<file path="config.mk">
export PLATFORM = sky130hd
export DESIGN_NAME = cache_mem_arbiter
export DESIGN_NICKNAME = d
export VERILOG_FILES = /design/src/rtl/cache_mem_arbiter.sv
export SDC_FILE = /design/constraint.sdc
export NUM_CORES = 1
export LEC_CHECK = 0
export ABC_CLOCK_PERIOD_IN_PS = 2900
export CAP_MARGIN = 25
export CORE_AREA = 2 2 138 140
export CTS_CLUSTER_DIAMETER = 150
export CTS_CLUSTER_SIZE = 20
export DETAILED_ROUTE_END_ITERATION = 7
export DIE_AREA = 0 0 140 142
export RECOVER_POWER = 100
export SLEW_MARGIN = 20
export SYNTH_ARGS = -nofsm -noshare
export SYNTH_HDL_FRONTEND = slang
export SYNTH_SLANG_ARGS = --single-unit
export TNS_END_PERCENT = 1
</file>
<file path="constraint.sdc">
create_clock -name clk -period 2.9 [get_ports clk]
set_input_delay 0.58 -clock clk [delete_from_list [all_inputs] [get_ports clk]]
set_output_delay 0.58 -clock clk [all_outputs]
set_load 0.02 [all_outputs]
</file>
<file path="src/rtl/cache_mem_arbiter.sv">
// cache_mem_arbiter: shares one single-ported word memory between the
// I-cache (requester 0) and the D-cache (requester 1). Bursts are never
// preempted. Ties go round-robin. Saturating wait counters are kept for perf.
module cache_mem_arbiter #(
  parameter int ADDR_WIDTH = 32,
  parameter int DATA_WIDTH = 32,
  parameter int CNT_WIDTH  = 32
) (
  input  logic                  clk,
  input  logic                  reset,
  input  logic                  req0,
  input  logic                  req1,
  input  logic                  mwe0,
  input  logic                  mwe1,
  input  logic [ADDR_WIDTH-1:0] maddr0,
  input  logic [ADDR_WIDTH-1:0] maddr1,
  input  logic [DATA_WIDTH-1:0] mdata0,
  input  logic [DATA_WIDTH-1:0] mdata1,
  output logic                  grant0,
  output logic                  grant1,
  output logic [DATA_WIDTH-1:0] mout0,
  output logic [DATA_WIDTH-1:0] mout1,
  output logic                  mem_we,
  output logic [ADDR_WIDTH-1:0] mem_addr,
  output logic [DATA_WIDTH-1:0] mem_wdata,
  input  logic [DATA_WIDTH-1:0] mem_rdata,
  output logic [CNT_WIDTH-1:0]  wait0,
  output logic [CNT_WIDTH-1:0]  wait1
);

  typedef enum logic [1:0] {
    IDLE = 2'd0,
    OWN0 = 2'd1,
    OWN1 = 2'd2
  } state_t;

  state_t state;
  state_t next_state;
  // 1 means requester 1 was granted most recently, so the next tie goes to 0
  logic   last;

  assign grant0 = (state == OWN0);
  assign grant1 = (state == OWN1);

  // State register and round-robin history; history follows every entry into an OWN state
  always_ff @(posedge clk or posedge reset) begin
    if (reset) begin
      state <= IDLE;
      last  <= 1'b1;
    end else begin
      state <= next_state;
      if (next_state == OWN0) last <= 1'b0;
      else if (next_state == OWN1) last <= 1'b1;
    end
  end

  // Next-state: hold while owner requests, hand over directly, else idle
  always_comb begin
    next_state = state;
    unique case (state)
      IDLE: begin
        if (req0 && req1) next_state = last ? OWN0 : OWN1;
        else if (req0)    next_state = OWN0;
        else if (req1)    next_state = OWN1;
        else              next_state = IDLE;
      end
      OWN0: begin
        if (req0)      next_state = OWN0;
        else if (req1) next_state = OWN1;
        else           next_state = IDLE;
      end
      OWN1: begin
        if (req1)      next_state = OWN1;
        else if (req0) next_state = OWN0;
        else           next_state = IDLE;
      end
      default: next_state = IDLE;
    endcase
  end

  // Memory-side mux: only the owner's signals reach memory; a non-owner's mwe is dropped
  always_comb begin
    mem_we    = 1'b0;
    mem_addr  = '0;
    mem_wdata = '0;
    mout0     = '0;
    mout1     = '0;
    unique case (state)
      OWN0: begin
        mem_we    = mwe0;
        mem_addr  = maddr0;
        mem_wdata = mdata0;
        mout0     = mem_rdata;
      end
      OWN1: begin
        mem_we    = mwe1;
        mem_addr  = maddr1;
        mem_wdata = mdata1;
        mout1     = mem_rdata;
      end
      default: ;
    endcase
  end

  // Saturating wait counters: count cycles requesting without holding the grant
  always_ff @(posedge clk or posedge reset) begin
    if (reset) begin
      wait0 <= '0;
      wait1 <= '0;
    end else begin
      if (req0 && !grant0 && (wait0 != '1)) wait0 <= wait0 + CNT_WIDTH'(1);
      if (req1 && !grant1 && (wait1 != '1)) wait1 <= wait1 + CNT_WIDTH'(1);
    end
  end

endmodule

</file>
Word level (Yosys, flattened, before mapping)
Index checks and enable logic that the tools add are counted.
{"block": "word_totals", "reg_bits": 67, "input_bits": 166, "wordCells": 35}
{"block": "classes", "addsub": 2, "n_eq_ne": 6, "mux": 14, "reduce_logical": 9}
{"op": "32-bit case mux with 2 select lines", "n": 2}
{"op": "32-bit by 1-bit adder with 32-bit output (second input constant)", "n": 2}
{"op": "32-bit two-way mux", "n": 2}
{"op": "32-bit != test (second input constant)", "n": 2}
{"op": "2-bit two-way mux", "n": 5}
{"op": "2-bit case mux with 3 select lines", "n": 1}
{"op": "1-bit logical AND", "n": 5}
{"op": "2-bit by 1-bit == test with 1-bit output (second input constant)", "n": 2}
{"op": "2-bit == test (second input constant)", "n": 2}
{"op": "1-bit two-way mux", "n": 3}
{"op": "1-bit logical NOT", "n": 2}
{"op": "2-bit logical NOT", "n": 1}
{"op": "1-bit case mux with 2 select lines", "n": 1}
{"op": "2-bit nonzero test", "n": 1}

Depth between registers and ports, before layout
{"block": "depth", "depth_word": 7, "ltp_mapped": 9, "depth_no_buf": 9}

Worst setup path before layout
OpenSTA, ideal clock, no wires.
{"block": "synth_timing", "kind": "reg-to-output", "start": "reg state[0]", "end": "out mem_addr[0]", "arrival_ns": 1.859, "slack_ns": 0.461, "stages_incl_launch_ff": 7, "path_buffers": 2, "path_cell_list": "dfrtp_1 > inv_1 > ha_1 > clkbuf_1 > buf_1 > a22oi_1 > nor2b_1"}
{"block": "synth_via", "elab_chain_len": 2}
{"item": "from (decl)", "line": "37", "text": "state_t state;"}
{"item": "from (signal assigned)", "line": "51", "text": "state <= next_state;"}
{"item": "2-bit == test"}
{"item": "via grant1", "line": "20", "text": "output logic grant1,"}
{"item": "32-bit case mux with 2 select lines", "line": "88", "text": "unique case (state)"}
{"item": "to (decl)", "line": "24", "text": "output logic [ADDR_WIDTH-1:0] mem_addr,"}
The timed path passes the listed nets, and every way through them passes these cells.

Worst setup path in the final report
{"block": "layout_timing", "start": "reg state[1]", "end": "out mout0[21]"}
{"block": "layout_via", "elab_chain_len": 2}
{"item": "2-bit by 1-bit == test with 1-bit output", "line": "88"}
{"item": "32-bit two-way mux", "line": "88"}
{"item": "to (decl)", "line": "21", "text": "output logic [DATA_WIDTH-1:0] mout0,"}
No other way between the ends.

==> results.sh <==
export IMPL_ios=361
export IMPL_yosysMostFrequentCell="nor2b_1"
export IMPL_hold_class="flip-flop to flip-flop"
export IMPL_yosys_most_used_dff="dfrtp_1"
export IMPL_grt_pass1_wl_um=30200
export IMPL_htree_levels=3
export IMPL_row_count=50
export IMPL_ant_nets=0
export IMPL_cts_sinks=67
export IMPL_finalSetupViolations=0
export IMPL_clock_path_buffers=2
export IMPL_fmaxAchievable_mhz=357
export IMPL_p_int_uw=3460
export IMPL_syn_inst=534
export IMPL_synth_top_area_share=0.349
export IMPL_holdPathStages=2
export IMPL_core_area_um2=18500
export IMPL_die_area_um2=19900
export IMPL_syn_area_per_cell_um2=8.87
export IMPL_final_setup_skew_ps=5.11
export IMPL_grt_pass1_vias=5110
export IMPL_r2r_cells=7
export IMPL_portBuffers=360
export IMPL_pwr_density_cell_nw_per_um2=697
export IMPL_period_needed_ps=2800
export IMPL_drt_pass1_iter_count=7
export IMPL_nets=1066
export IMPL_p_sw_frac=0.435
export IMPL_vias_per_cell=4.67
export IMPL_p_leak_uw=0.00382
export IMPL_worst_pin_slew_ps=1640
export IMPL_worst_setup_path_type="flip-flop to output port"
export IMPL_synth_common_cells="68 x nor2b_1, 66 x and2_1, 66 x dfrtp_1, 65 x a22oi_1, 38 x xnor2_1"
export IMPL_synth_edff_count=0
export IMPL_start_util=0.257
export IMPL_synth_largest_area_cell="dfrtp_1"
export IMPL_ir_worst_vdd_uv=334
export IMPL_grt_ovfl_total=0
export IMPL_wl_per_cell_um=18.0
export IMPL_grt_max_degree=74
export IMPL_fill_cells=1844
export IMPL_die_h_um=142
export IMPL_slew_headroom=-0.0948
export IMPL_synth_area_um2=4740
export IMPL_remaining_drc_errors=6
export IMPL_place_gp_congestion=0.814
export IMPL_clk_pin_slew_ps=50
export IMPL_finalCritPeriodShare=0.967
export IMPL_syn2layout_area_growth_pct=85.6
export IMPL_drtIter0Drc=224
export IMPL_p_switching_uw=2670
export IMPL_seqPwrFrac=0.200
export IMPL_cp_required_ps=2320
export IMPL_setup_tns_final_ps=0
export IMPL_cts_tree="done"
export IMPL_status="finished, violations left"
export IMPL_antenna_found_initial=0
export IMPL_synth_cell_types=40
export IMPL_final_util=0.476
export IMPL_p_clk_frac=0.168
export IMPL_ys_ff_latch=67
export IMPL_cts_buffers=9
export IMPL_yosys_top_cells_area="dfrtp_1 35%, a22oi_1 10%, nor2b_1 9.0%, and2_1 8.7%, xnor2_1 7.0%"
export IMPL_layout_drive_gt1_share=0.0413
export IMPL_p_comb_frac=0.632
export IMPL_dp_hpwl_um=16200
export IMPL_dr_total_vias=5273
export IMPL_slew_violations=68
export IMPL_routed_wl_um=20300
export IMPL_start_kind="flip-flop"
export IMPL_violations="DRC, capacitance limit, slew limit"
export IMPL_grt_usage=0.193
export IMPL_rsz0062_at_grt="no"
export IMPL_cts_root_buf="clkbuf_16"
export IMPL_clk_latency_ps=320
export IMPL_synth_nets=709
export IMPL_critPathArrivalTime_ps=2220
export IMPL_ctsHoldBuffers=0
export IMPL_synth_seq_area_share=0.354
export IMPL_cp_max_fo=25
export IMPL_finalHoldViolations=0
export IMPL_ys_warn_count=0
export IMPL_setup_worst_path_end_class="output port"
export IMPL_diodes=0
export IMPL_cap_violations=1
export IMPL_async_flop_share=1.00
export IMPL_die_x_um=140
==> worst paths after layout <==
| check | from | end | slack (ps) |
|---|---|---|---|
| max | state[1] | mout0[21] | 100 |
| min | last | last | 480 |
| max reg2reg | state[1] | wait1[30] | 240 |
| min reg2reg | last | last | 480 |
| max in group asynchronous | reset | wait1[14] | 660 |
| min in group asynchronous | reset | wait0[11] | 1290 |
==> critical path, stage by stage, from the launching register on <==
cell,delay [ps]
dfrtp_1,440
inv_1,140
ha_2,280
buf_6,220
and2_1,200
clkdlybuf4s50_1,620
==> stage by stage <==
step | cell area, um^2 | hold WS [ps] | std cells | total power (uW) | setup slack (ps)
finish | 8790 | 484 | 1129 | 6130 | 95.7
global route | 8790 | 499 | 1129 | 6500 | 18.8
CTS | 8940 | 490 | 1127 | 6360 | 1.91
detailed placement | 8710 | 481 | 1112 | 5430 | 110
global placement | 8710 | 475 | 1112 | 5410 | 127
floorplan | 4740 | 462 | 534 | 3400 | 461
==> logic make-up after synthesis <==
group | share of synthesized area
AOI/OAI and AO/OA | 0.133
DFF | 0.354
xor gates and xnor gates | 0.109
adders and majority gates | 0.0238
and+or+nand+nor | 0.347
muxes | 0.00475
buffers and inverters | 0.0285
==> power by group through the flow <==
stage                     Clock [uW]  Combinational (uW)  Sequential, uW
final                           1030                3870            1230
after global routing            1100                4140            1250
after CTS                       1060                4050            1240
after detailed placement           0                4170            1250
after global placement             0                4160            1250
after floorplan                    0                2050            1350
==> repair_timing <==
item | CTS | global route
gates cloned | 0 | 1
gates resized for setup | 47 | 17
endpoints found under the setup margin | 61 | 15
buffers inserted | 0 | 1
==> area by class of cell <==
type / instances / area, um^2 / area share
Timing Repair Buffer: 375 / 3620 / 0.412
Tap cell: 234 / 293 / 0.0333
Multi-Input combinational cell: 431 / 2890 / 0.328
Clock inverter: 6 / 57.6 / 0.00655
Sequential cell: 67 / 1680 / 0.191
Inverter: 7 / 26.3 / 0.00299
Clock buffer: 9 / 225 / 0.0256
==> placed cells by master, fill, tap and decap left out, types with 5 or more instances in the layout <==
cell type	synthesis	final
and2_0	0	10
clkbuf_1	26	21
nor3_1	5	5
nor2b_1	68	68
a21oi_1	7	7
clkdlybuf4s50_1	0	193
and2_1	66	56
nor4_1	6	7
dfrtp_1	66	66
inv_1	7	6
nand3_1	23	23
and3_1	11	11
xnor2_1	38	38
nand2_1	25	25
and4_1	7	7
buf_12	0	5
nand4_1	26	27
xor2_1	21	21
ha_1	9	7
dlygate4sd3_1	0	101
nor2_1	25	25
a22oi_1	65	65
dlygate4sd2_1	0	46
clkbuf_16	0	10
==> flip-flops by register name, summed over array words and instances (netlist names) <==
signal  cells
last        1
state       2
wait1      32
wait0      32
==> routing by layer <==
layer	global-route usage	part of all wire	up-vias
li1	-	-	2608
met1	0.245	0.43	2487
met2	0.338	0.51	166
met3	0.0441	0.055	12
met4	0.0362	0.0090	0
met5	0	0	-
Note: power is estimated with default switching activity, not from simulation.
